===== config.mk =====
export PLATFORM = sky130hd
export DESIGN_NAME = lsu_mem_ctrl
export DESIGN_NICKNAME = d
export VERILOG_FILES = /design/src/rtl/lsu_mem_ctrl_pkg.sv /design/src/rtl/lsu_mem_ctrl_align.sv /design/src/rtl/lsu_mem_ctrl.sv
export SDC_FILE = /design/constraint.sdc
export NUM_CORES = 1
export LEC_CHECK = 0
export CAP_MARGIN = 20
export CORE_MARGIN = 2
export CORE_UTILIZATION = 45
export DETAILED_ROUTE_END_ITERATION = 8
export PLACE_DENSITY = 0.9
export RECOVER_POWER = 50
export SLEW_MARGIN = 15
export SYNTH_ARGS = -nofsm -noshare
export SYNTH_HDL_FRONTEND = slang
export SYNTH_SLANG_ARGS = --single-unit

===== constraint.sdc =====
create_clock -name clk -period 3.4 [get_ports clk]
set_input_delay 0.34 -clock clk [delete_from_list [all_inputs] [get_ports clk]]
set_output_delay 0.34 -clock clk [all_outputs]
set_load 0.02 [all_outputs]

===== src/rtl/lsu_mem_ctrl_pkg.sv =====
// lsu_mem_ctrl_pkg: shared encodings for the LSU-to-memory-bus controller.
//   - load/store select values
//   - 3-bit access width/sign codes (funct3 encoding)
//   - controller FSM states
//   - byte-lane size masks and a helper to pick one from the size bits
package lsu_mem_ctrl_pkg;

  localparam logic LsLoad  = 1'b0;
  localparam logic LsStore = 1'b1;

  localparam logic [2:0] WdthB   = 3'b000;
  localparam logic [2:0] WdthH   = 3'b001;
  localparam logic [2:0] WdthW   = 3'b010;
  localparam logic [2:0] WdthD   = 3'b011;
  localparam logic [2:0] WdthBu  = 3'b100;
  localparam logic [2:0] WdthHu  = 3'b101;
  localparam logic [2:0] WdthWu  = 3'b110;
  localparam logic [2:0] WdthIll = 3'b111;

  localparam logic [7:0] MaskB = 8'h01;
  localparam logic [7:0] MaskH = 8'h03;
  localparam logic [7:0] MaskW = 8'h0F;
  localparam logic [7:0] MaskD = 8'hFF;

  typedef enum logic [1:0] {
    StIdle = 2'd0,
    StReq  = 2'd1,
    StWait = 2'd2,
    StResp = 2'd3
  } state_e;

  // Byte mask for an access size given by width-code bits [1:0].
  function automatic logic [7:0] size_mask(input logic [1:0] size);
    logic [7:0] m;
    unique case (size)
      2'b00:   m = MaskB;
      2'b01:   m = MaskH;
      2'b10:   m = MaskW;
      default: m = MaskD;
    endcase
    return m;
  endfunction

endpackage


===== src/rtl/lsu_mem_ctrl_align.sv =====
// lsu_align: combinational lane logic between the LSU and the 64-bit bus.
//   wdth_i     access width/sign code
//   off_i      byte offset within the 8-byte word
//   ls_i       0 = load, 1 = store
//   st_dat_i   right-aligned store data
//   rdat_i     raw 8-byte read data from the bus
//   misalign_o offset not a multiple of the access size
//   illegal_o  width code not valid for this access kind
//   wstrb_o    byte strobes for a store
//   wdat_o     store data shifted onto its byte lanes
//   ld_dat_o   load data shifted down, truncated and sign/zero-extended
module lsu_align
  import lsu_mem_ctrl_pkg::*;
(
  input  logic [2:0]  wdth_i,
  input  logic [2:0]  off_i,
  input  logic        ls_i,
  input  logic [63:0] st_dat_i,
  input  logic [63:0] rdat_i,
  output logic        misalign_o,
  output logic        illegal_o,
  output logic [7:0]  wstrb_o,
  output logic [63:0] wdat_o,
  output logic [63:0] ld_dat_o
);

  logic [5:0]  shamt;
  logic [63:0] shifted;

  assign shamt   = {off_i, 3'b000};
  assign shifted = rdat_i >> shamt;
  assign wdat_o  = st_dat_i << shamt;
  assign wstrb_o = size_mask(wdth_i[1:0]) << off_i;

  // Stores only look at the size bits, so any code with bit 2 set is illegal for them.
  assign illegal_o = (ls_i == LsStore) ? wdth_i[2] : (wdth_i == WdthIll);

  always_comb begin
    case (wdth_i[1:0])
      2'b00:   misalign_o = 1'b0;
      2'b01:   misalign_o = off_i[0];
      2'b10:   misalign_o = |off_i[1:0];
      default: misalign_o = |off_i;
    endcase
  end

  always_comb begin
    case (wdth_i)
      WdthB:   ld_dat_o = {{56{shifted[7]}}, shifted[7:0]};
      WdthH:   ld_dat_o = {{48{shifted[15]}}, shifted[15:0]};
      WdthW:   ld_dat_o = {{32{shifted[31]}}, shifted[31:0]};
      WdthBu:  ld_dat_o = {56'b0, shifted[7:0]};
      WdthHu:  ld_dat_o = {48'b0, shifted[15:0]};
      WdthWu:  ld_dat_o = {32'b0, shifted[31:0]};
      default: ld_dat_o = shifted;
    endcase
  end

endmodule


===== src/rtl/lsu_mem_ctrl.sv =====
// lsu_mem_ctrl: multi-cycle memory bus master behind the LSU, one transaction at a time.
//   LSU side : req_valid/req_ready request handshake with addr, store data, width code,
//              load/store select and rd; one-cycle resp_valid with extended load data,
//              latched rd, write-back enable and error flag.
//   Bus side : mem_req_valid/ready request with 8-byte-aligned address, write enable,
//              lane-shifted data and byte strobes; mem_resp_valid with raw read data.
module lsu_mem_ctrl
  import lsu_mem_ctrl_pkg::*;
#(
  parameter int unsigned ADDR_WIDTH = 64,
  parameter int unsigned DATA_WIDTH = 64,
  parameter int unsigned RD_WIDTH   = 5
) (
  input  logic                    clk,
  input  logic                    rst,
  input  logic                    req_valid_lsu_i,
  output logic                    req_ready_lsu_o,
  input  logic [ADDR_WIDTH-1:0]   addr_lsu_i,
  input  logic [DATA_WIDTH-1:0]   st_dat_lsu_i,
  input  logic [2:0]              ls_wdth_lsu_i,
  input  logic                    ls_lsu_i,
  input  logic [RD_WIDTH-1:0]     rd_lsu_i,
  output logic                    resp_valid_lsu_o,
  output logic [DATA_WIDTH-1:0]   ld_dat_lsu_o,
  output logic [RD_WIDTH-1:0]     rd_lsu_o,
  output logic                    wrtbck_en_lsu_o,
  output logic                    err_lsu_o,
  output logic                    mem_req_valid_o,
  input  logic                    mem_req_ready_i,
  output logic [ADDR_WIDTH-1:0]   mem_addr_o,
  output logic                    mem_wen_o,
  output logic [DATA_WIDTH-1:0]   mem_wdat_o,
  output logic [DATA_WIDTH/8-1:0] mem_wstrb_o,
  input  logic                    mem_resp_valid_i,
  input  logic [DATA_WIDTH-1:0]   mem_rdat_i
);

  state_e                  state_q, state_d;
  logic [ADDR_WIDTH-1:0]   addr_q, addr_d;
  logic [DATA_WIDTH-1:0]   st_dat_q, st_dat_d;
  logic [2:0]              wdth_q, wdth_d;
  logic                    ls_q, ls_d;
  logic [RD_WIDTH-1:0]     rd_q, rd_d;
  logic                    err_q, err_d;
  logic [DATA_WIDTH-1:0]   ld_dat_q, ld_dat_d;

  logic                    idle, in_req, in_resp, req_store;
  logic [2:0]              al_wdth, al_off;
  logic                    al_ls, al_misalign, al_illegal;
  logic [7:0]              al_wstrb;
  logic [DATA_WIDTH-1:0]   al_wdat, al_ld_dat;

  assign idle      = (state_q == StIdle);
  assign in_req    = (state_q == StReq);
  assign in_resp   = (state_q == StResp);
  assign req_store = in_req & (ls_q == LsStore);

  // In IDLE the aligner checks the incoming request so errors resolve at accept time;
  // afterwards it works from the latched request.
  assign al_wdth = idle ? ls_wdth_lsu_i     : wdth_q;
  assign al_off  = idle ? addr_lsu_i[2:0]   : addr_q[2:0];
  assign al_ls   = idle ? ls_lsu_i          : ls_q;

  lsu_align u_align (
    .wdth_i     (al_wdth),
    .off_i      (al_off),
    .ls_i       (al_ls),
    .st_dat_i   (st_dat_q),
    .rdat_i     (mem_rdat_i),
    .misalign_o (al_misalign),
    .illegal_o  (al_illegal),
    .wstrb_o    (al_wstrb),
    .wdat_o     (al_wdat),
    .ld_dat_o   (al_ld_dat)
  );

  always_comb begin
    state_d  = state_q;
    addr_d   = addr_q;
    st_dat_d = st_dat_q;
    wdth_d   = wdth_q;
    ls_d     = ls_q;
    rd_d     = rd_q;
    err_d    = err_q;
    ld_dat_d = ld_dat_q;
    unique case (state_q)
      StIdle: begin
        if (req_valid_lsu_i) begin
          addr_d   = addr_lsu_i;
          st_dat_d = st_dat_lsu_i;
          wdth_d   = ls_wdth_lsu_i;
          ls_d     = ls_lsu_i;
          rd_d     = rd_lsu_i;
          ld_dat_d = '0;
          err_d    = al_misalign | al_illegal;
          state_d  = (al_misalign | al_illegal) ? StResp : StReq;
        end
      end
      StReq: begin
        if (mem_req_ready_i) state_d = StWait;
      end
      StWait: begin
        if (mem_resp_valid_i) begin
          if (ls_q == LsLoad) ld_dat_d = al_ld_dat;
          state_d = StResp;
        end
      end
      StResp: state_d = StIdle;
      default: state_d = StIdle;
    endcase
  end

  always_ff @(posedge clk) begin
    if (rst) begin
      state_q  <= StIdle;
      addr_q   <= '0;
      st_dat_q <= '0;
      wdth_q   <= '0;
      ls_q     <= 1'b0;
      rd_q     <= '0;
      err_q    <= 1'b0;
      ld_dat_q <= '0;
    end else begin
      state_q  <= state_d;
      addr_q   <= addr_d;
      st_dat_q <= st_dat_d;
      wdth_q   <= wdth_d;
      ls_q     <= ls_d;
      rd_q     <= rd_d;
      err_q    <= err_d;
      ld_dat_q <= ld_dat_d;
    end
  end

  assign req_ready_lsu_o  = idle;
  assign resp_valid_lsu_o = in_resp;
  assign ld_dat_lsu_o     = ld_dat_q;
  assign rd_lsu_o         = rd_q;
  assign err_lsu_o        = in_resp & err_q;
  assign wrtbck_en_lsu_o  = in_resp & (ls_q == LsLoad) & ~err_q;

  // Bus payload is only driven while a request is on the bus; zero otherwise.
  assign mem_req_valid_o = in_req;
  assign mem_addr_o      = in_req ? {addr_q[ADDR_WIDTH-1:3], 3'b000} : '0;
  assign mem_wen_o       = req_store;
  assign mem_wdat_o      = req_store ? al_wdat  : '0;
  assign mem_wstrb_o     = req_store ? al_wstrb : '0;

endmodule


== Word level (Yosys, flattened, before mapping) ==
Cells that the tools add are included.
Word-level totals
  register bits: 204
  input bits: 206
Operators by class
  multiplexer cells: 19
  shift-type cells: 3
  bitwise logic cells: 7
  reduce and logical (&&, ||, !) cells: 9
  eq/ne operators: 15
Operators by type and width (count)
  64-bit case mux with 6 select lines: 1
  64-bit two-way mux: 5
  64-bit case mux with 2 select lines: 1
  64-bit by 6-bit << shifter with 64-bit output: 1
  64-bit by 6-bit >> shifter with 64-bit output: 1
  8-bit case mux with 3 select lines: 1
  3-bit equality test, second input constant: 4
  2-bit two-way mux: 4
  8-bit two-way mux: 1
  2-bit != test, second input constant: 4
  2-bit case mux with 4 select lines: 1
  8-bit by 3-bit << shifter with 8-bit output: 1
  2-bit equality test, second input constant: 3
  3-bit two-way mux: 2
  1-bit bitwise AND: 4
  2-bit by 1-bit equality test with 1-bit output, second input constant: 2
  2-bit zero test: 2
  4-bit AND reduction: 1
  3-bit by 1-bit equality test with 1-bit output, second input constant: 1
  3-bit by 2-bit equality test with 1-bit output, second input constant: 1
  3-bit zero test: 1
  1-bit case mux with 3 select lines: 1
  3-bit AND reduction: 1
  3-bit OR reduction: 1
  other kinds (6): 8

== Depth between registers and ports, before layout ==
Gate-level depths: netlist of run 1.
  depth in word-level cells: 8
  depth in mapped cells: 12
  mapped depth without buffers: 8

== By module ==
Synthesis of run 1 repeated with hierarchy kept, for this count alone.
Second synthesis, totals
  cell total of the unflattened synthesis: 1615
  area, all modules: 13065.0 sq um
Modules (own cells, without submodules)
  lsu_mem_ctrl: cells an instance 1078, times used 1, area an instance 8986.1 sq um
  lsu_align: cells an instance 537, times used 1, area an instance 4078.9 sq um

== Least setup slack after synthesis of run 1 ==
OpenSTA, ideal clock, no wires.
  path type: register -> output
  start point: register state_q[0]
  end point: output mem_wstrb_o[5]
  slack: 0.090 ns
  data arrival time: 2.970 ns
  stages on the path, launching flop included: 9
  path buffers: 4
  required time: 3.060 ns
  path through: dfxtp_1 > inv_1 > ha_1 > buf_6 > mux2_2 > buf_2 > clkbuf_1 > buf_1 > a2111oi_0
Between the ends
  cells in the longest elaborated chain, start to end: 6
RTL lines
  start: declaration: RTL line lsu_mem_ctrl.sv:38  | state_e state_q, state_d;
  start signal: assignment: RTL line lsu_mem_ctrl.sv:115  | state_q <= StIdle;
  start signal: assignment: RTL line lsu_mem_ctrl.sv:124  | state_q <= state_d;
  2-bit zero test (*): RTL line lsu_mem_ctrl.sv:53  | assign idle = (state_q == StIdle);
  via req_ready_lsu_o: RTL line lsu_mem_ctrl.sv:17  | output logic req_ready_lsu_o,
  3-bit two-way mux: RTL line lsu_mem_ctrl.sv:60  | assign al_wdth = idle ? ls_wdth_lsu_i : wdth_q;
  2-bit equality test, or another cell as far along: RTL line lsu_mem_ctrl_pkg.sv:35  | unique case (size)
  8-bit case mux with 3 select lines: RTL line lsu_mem_ctrl_pkg.sv:35
  8-bit by 3-bit << shifter with 8-bit output (*): RTL line lsu_mem_ctrl_align.sv:33  | assign wstrb_o = size_mask(wdth_i[1:0]) << off_i;
  8-bit two-way mux (*): RTL line lsu_mem_ctrl.sv:147  | assign mem_wstrb_o = req_store ? al_wstrb : '0;
  end: declaration: RTL line lsu_mem_ctrl.sv:33  | output logic [DATA_WIDTH/8-1:0] mem_wstrb_o,
Mark *: on every way through the listed nets, which the timed path passes. The rest lies on a longest branch.

== Worst setup path in the final report of run 1 ==
  start point: register state_q[1]
  end point: output mem_wdat_o[51]
Between the ends
  cells in the longest elaborated chain, start to end: 4
RTL lines
  2-bit zero test: RTL line lsu_mem_ctrl.sv:53
  3-bit two-way mux: RTL line lsu_mem_ctrl.sv:61  | assign al_off = idle ? addr_lsu_i[2:0] : addr_q[2:0];
  64-bit by 6-bit << shifter with 64-bit output: RTL line lsu_mem_ctrl_align.sv:32  | assign wdat_o = st_dat_i << shamt;
  64-bit two-way mux (*): RTL line lsu_mem_ctrl.sv:146  | assign mem_wdat_o = req_store ? al_wdat : '0;
  end: declaration: RTL line lsu_mem_ctrl.sv:32  | output logic [DATA_WIDTH-1:0] mem_wdat_o,
Mark *: on every way between the ends. The rest lies on a longest branch, timed or not.

==> results.yml, run 1 <==
global_routing:
  grt_pass1_vias: 13160
  grt_antenna_before_repair: 7
  grt.overflow.total: 0
  grt_max_degree: 92
  grt_pass1_wl_um: 73710
  grtUsageTotal_pct: 33.17
routing:
  wl_um: 48290
  vias_per_cell: 5.988
  vias: 13870
  dr.pass1.iters: 7
  drc: 0
  ant_nets: 0
  wire_per_inst_um: 20.85
  drtIter0Drc: 1825
logic_synthesis:
  ys_seq_elements: 204
  synthTopCellsByArea: "dfxtp_1, nand2_1, a21oi_1, a211oi_1, mux4_2"
  ys_types: 48
  netlist_area_um2: 11820
  synth_top_cell_by_area: "dfxtp_1"
  synth_edf_count: 0
  yosysMostFrequentCell: "nand2_1"
  async_flop_share_pct: 0
  yosys_most_used_dff: "dfxtp_1"
  synthCells: 1623
  synth_warnings: 0
  yosysSeqAreaShare_pct: 34.57
  synth_top_area_share_pct: 34.57
  synth_common_cells: "nand2_1, a21oi_1, dfxtp_1"
  avgSynthCellArea_um2: 7.280
timing:
  setup_viol: 0
  grt_setup_unrepaired: "yes"
  hold_ws_ns: 0.2982
  finalHoldViolCount: 0
  setup_ws_ns: 0.09190
  finalCriticalPeriod_ns: 3.308
  relSlewSlack_pct: 27.46
  skew_ns: 0.01052
  finalMaxSlewViolations: 0
  period_share_pct: 97.30
  max_slew.worst_pin.slew_ns: 1.088
  timing.fmax_mhz: 302.3
clock_tree:
  cts-root-buf: "clkbuf_16"
  hold_buffers: 0
  clk_path_buf_depth: 3
  clk_latency_ns: 0.53
  cts_htree_levels: 1
  cts_buffers: 23
  cts_sinks: 204
  cts.reportedPaths.clkPinSlew_ns: 0.06
  cts_tree: "done"
pwr:
  comb_power_share_pct: 51.3
  power_density_nw_per_um2: 670.2
  peakVddDrop_uv: 392.2
  p_sw_share_pct: 43.47
  pwr-share-seq_pct: 26.8
  power_switching_mw: 4.984
  power_leakage_nw: 6.883
  clock_power_share_pct: 21.9
  totalPowerFinal_mw: 11.47
  p_int_mw: 6.481
worst_setup_path:
  rrSetupSlack_ns: 0.22
  crit_type: "register to output port"
  reg2reg_depth: 9
  crit_path_end_kind: "output port"
  crit_path_start_kind: "register"
  required_ns: 3.06
  critPathMaxFanout: 10
  r2r-end: "ld_dat_lsu_o[16]"
  rr_startpoint: "state_q[1]"
  arrival_ns: 2.97
floorplanning:
  initial_utilization_pct: 45.60
  rows: 59
  die-area_um2: 27570
  core_area_um2: 25910
  die_width_um: 166.0
  die_h_um: 166.0
  io_pins: 417
place:
  routabilityCongestion: 0.9690
  hpwlAfterDp_um: 33840
  port-buffer-count: 413
  pre_cts_slack_ns: 0.1064
  placed_area_um2: 16180
worst_hold_path:
  hold_class: "input port to register"
  min_path_cells: 4
  whs_endpoint: "ld_dat_lsu_o[39]"
  hold_start: "rst"
run:
  max_cap_viol_count: 0
cells_and_area:
  synthToLayoutAreaGrowth_pct: 44.78
  layout-drive-gt1-share_pct: 8.148
  finalNetCount: 2170
  final_area_um2: 17110
run_status:
  status: "completed"
==> worst max-delay path, stage by stage (launching register included) <==
cell	delay (ns)
dfxtp_1	0.39
inv_1	0.12
ha_4	0.23
buf_4	0.20
mux2i_4	0.20
buf_12	0.15
nor2_1	0.09
buf_4	0.20
a21oi_1	0.12
a211oi_1	0.37
clkdlybuf4s15_1	0.36
==> repair_timing <==
| item | 4_1_cts | 5_1_grt |
|---|---|---|
| gates resized for setup | 68 | 22 |
| gates cloned | 2 | 2 |
| buffers inserted | 1 | 2 |
| setup endpoints to repair | 72 | 25 |
==> worst max-delay path by stage <==
| stage | start | endpoint | slack (ns) |
|---|---|---|---|
| global placement | addr_lsu_i[0] | mem_wdat_o[51] | 0.12 |
| detailed placement | state_q[0] | mem_wdat_o[8] | 0.11 |
| CTS | state_q[1] | mem_wdat_o[33] | 0.003 |
| global route | state_q[1] | mem_wdat_o[51] | -0.02 |
| floorplan | state_q[0] | mem_wstrb_o[5] | 0.09 |
| finish | state_q[1] | mem_wdat_o[51] | 0.09 |
==> cells in the final DEF (no fill, tap or decap), types with 28 or more instances in the layout <==
master / instances
a211oi_1: 81
a21oi_1: 246
a221oi_1: 32
and2_1: 70
buf_4: 36
clkdlybuf4s50_1: 281
dfxtp_1: 204
dlygate4sd2_1: 47
dlygate4sd3_1: 68
mux2i_1: 32
nand2_1: 462
nand3_1: 77
nor2_1: 77
o21ai_0: 28
==> through the flow <==
step | instances | TNS, ns | utilization (%)
finish | 2316 | 0 | 66.02
global route | 2315 | -0.04085 | 66.01
CTS | 2307 | 0 | 65.52
detailed placement | 2263 | 0 | 62.44
global placement | 2263 | 0 | 62.44
floorplan | 1625 | 0 | -
==> power groups by stage <==
stage / Sequential [mW] / Combinational [mW] / Clock [mW]
finish: 3.07 / 5.89 / 2.51
global route: 3.11 / 6.29 / 2.63
floorplan: 3.07 / 3.71 / 0
detailed placement: 3.11 / 5.55 / 0
global placement: 3.09 / 5.46 / 0
CTS: 3.06 / 5.69 / 2.54
==> metal layers <==
metal  wire, µm  GRT usage (%)
met5         27              0
met3       4917          7.412
met4       2460          15.77
met2      23380          57.06
met1      17500          39.29
==> sequential cells by signal, indices dropped and copies added (netlist names) <==
| signal | count |
|---|---|
| addr_q | 64 |
| err_q | 1 |
| ld_dat_lsu_o | 64 |
| ls_q | 1 |
| rd_lsu_o | 5 |
| st_dat_q | 64 |
| state_q | 2 |
| wdth_q | 3 |
==> area by class of cell <==
class | count | area (µm²)
fill | 2153 | 8805
multi-input combinational | 1263 | 7159
timing repair buffer | 463 | 4661
sequential | 204 | 4084
clock buffer | 34 | 676.9
tap | 335 | 419.2
clock inverter | 7 | 75.07
inverter | 5 | 18.77
antenna | 5 | 12.51
==> kinds of logic after synthesis <==
| group | synth area share (%) |
|---|---|
| fa+ha+maj | 0.4236 |
| buf+inv | 6.004 |
| compound gates | 23.36 |
| other cells | 0.03174 |
| simple gates | 26.51 |
| mux | 9.107 |
| flops | 34.57 |
Power figures use the tool's default switching activity.
==> inputs of run 2 (changes only) <==
--- a/config.mk
+++ b/config.mk
@@ -8,6 +8,7 @@
 export CAP_MARGIN = 20
 export CORE_MARGIN = 2
 export CORE_UTILIZATION = 45
+export CTS_CLUSTER_SIZE = 25
 export DETAILED_ROUTE_END_ITERATION = 8
 export PLACE_DENSITY = 0.9
 export RECOVER_POWER = 50
==> results of run 2 <==
Final layout, timing and power as in run 1 (identical DEF).
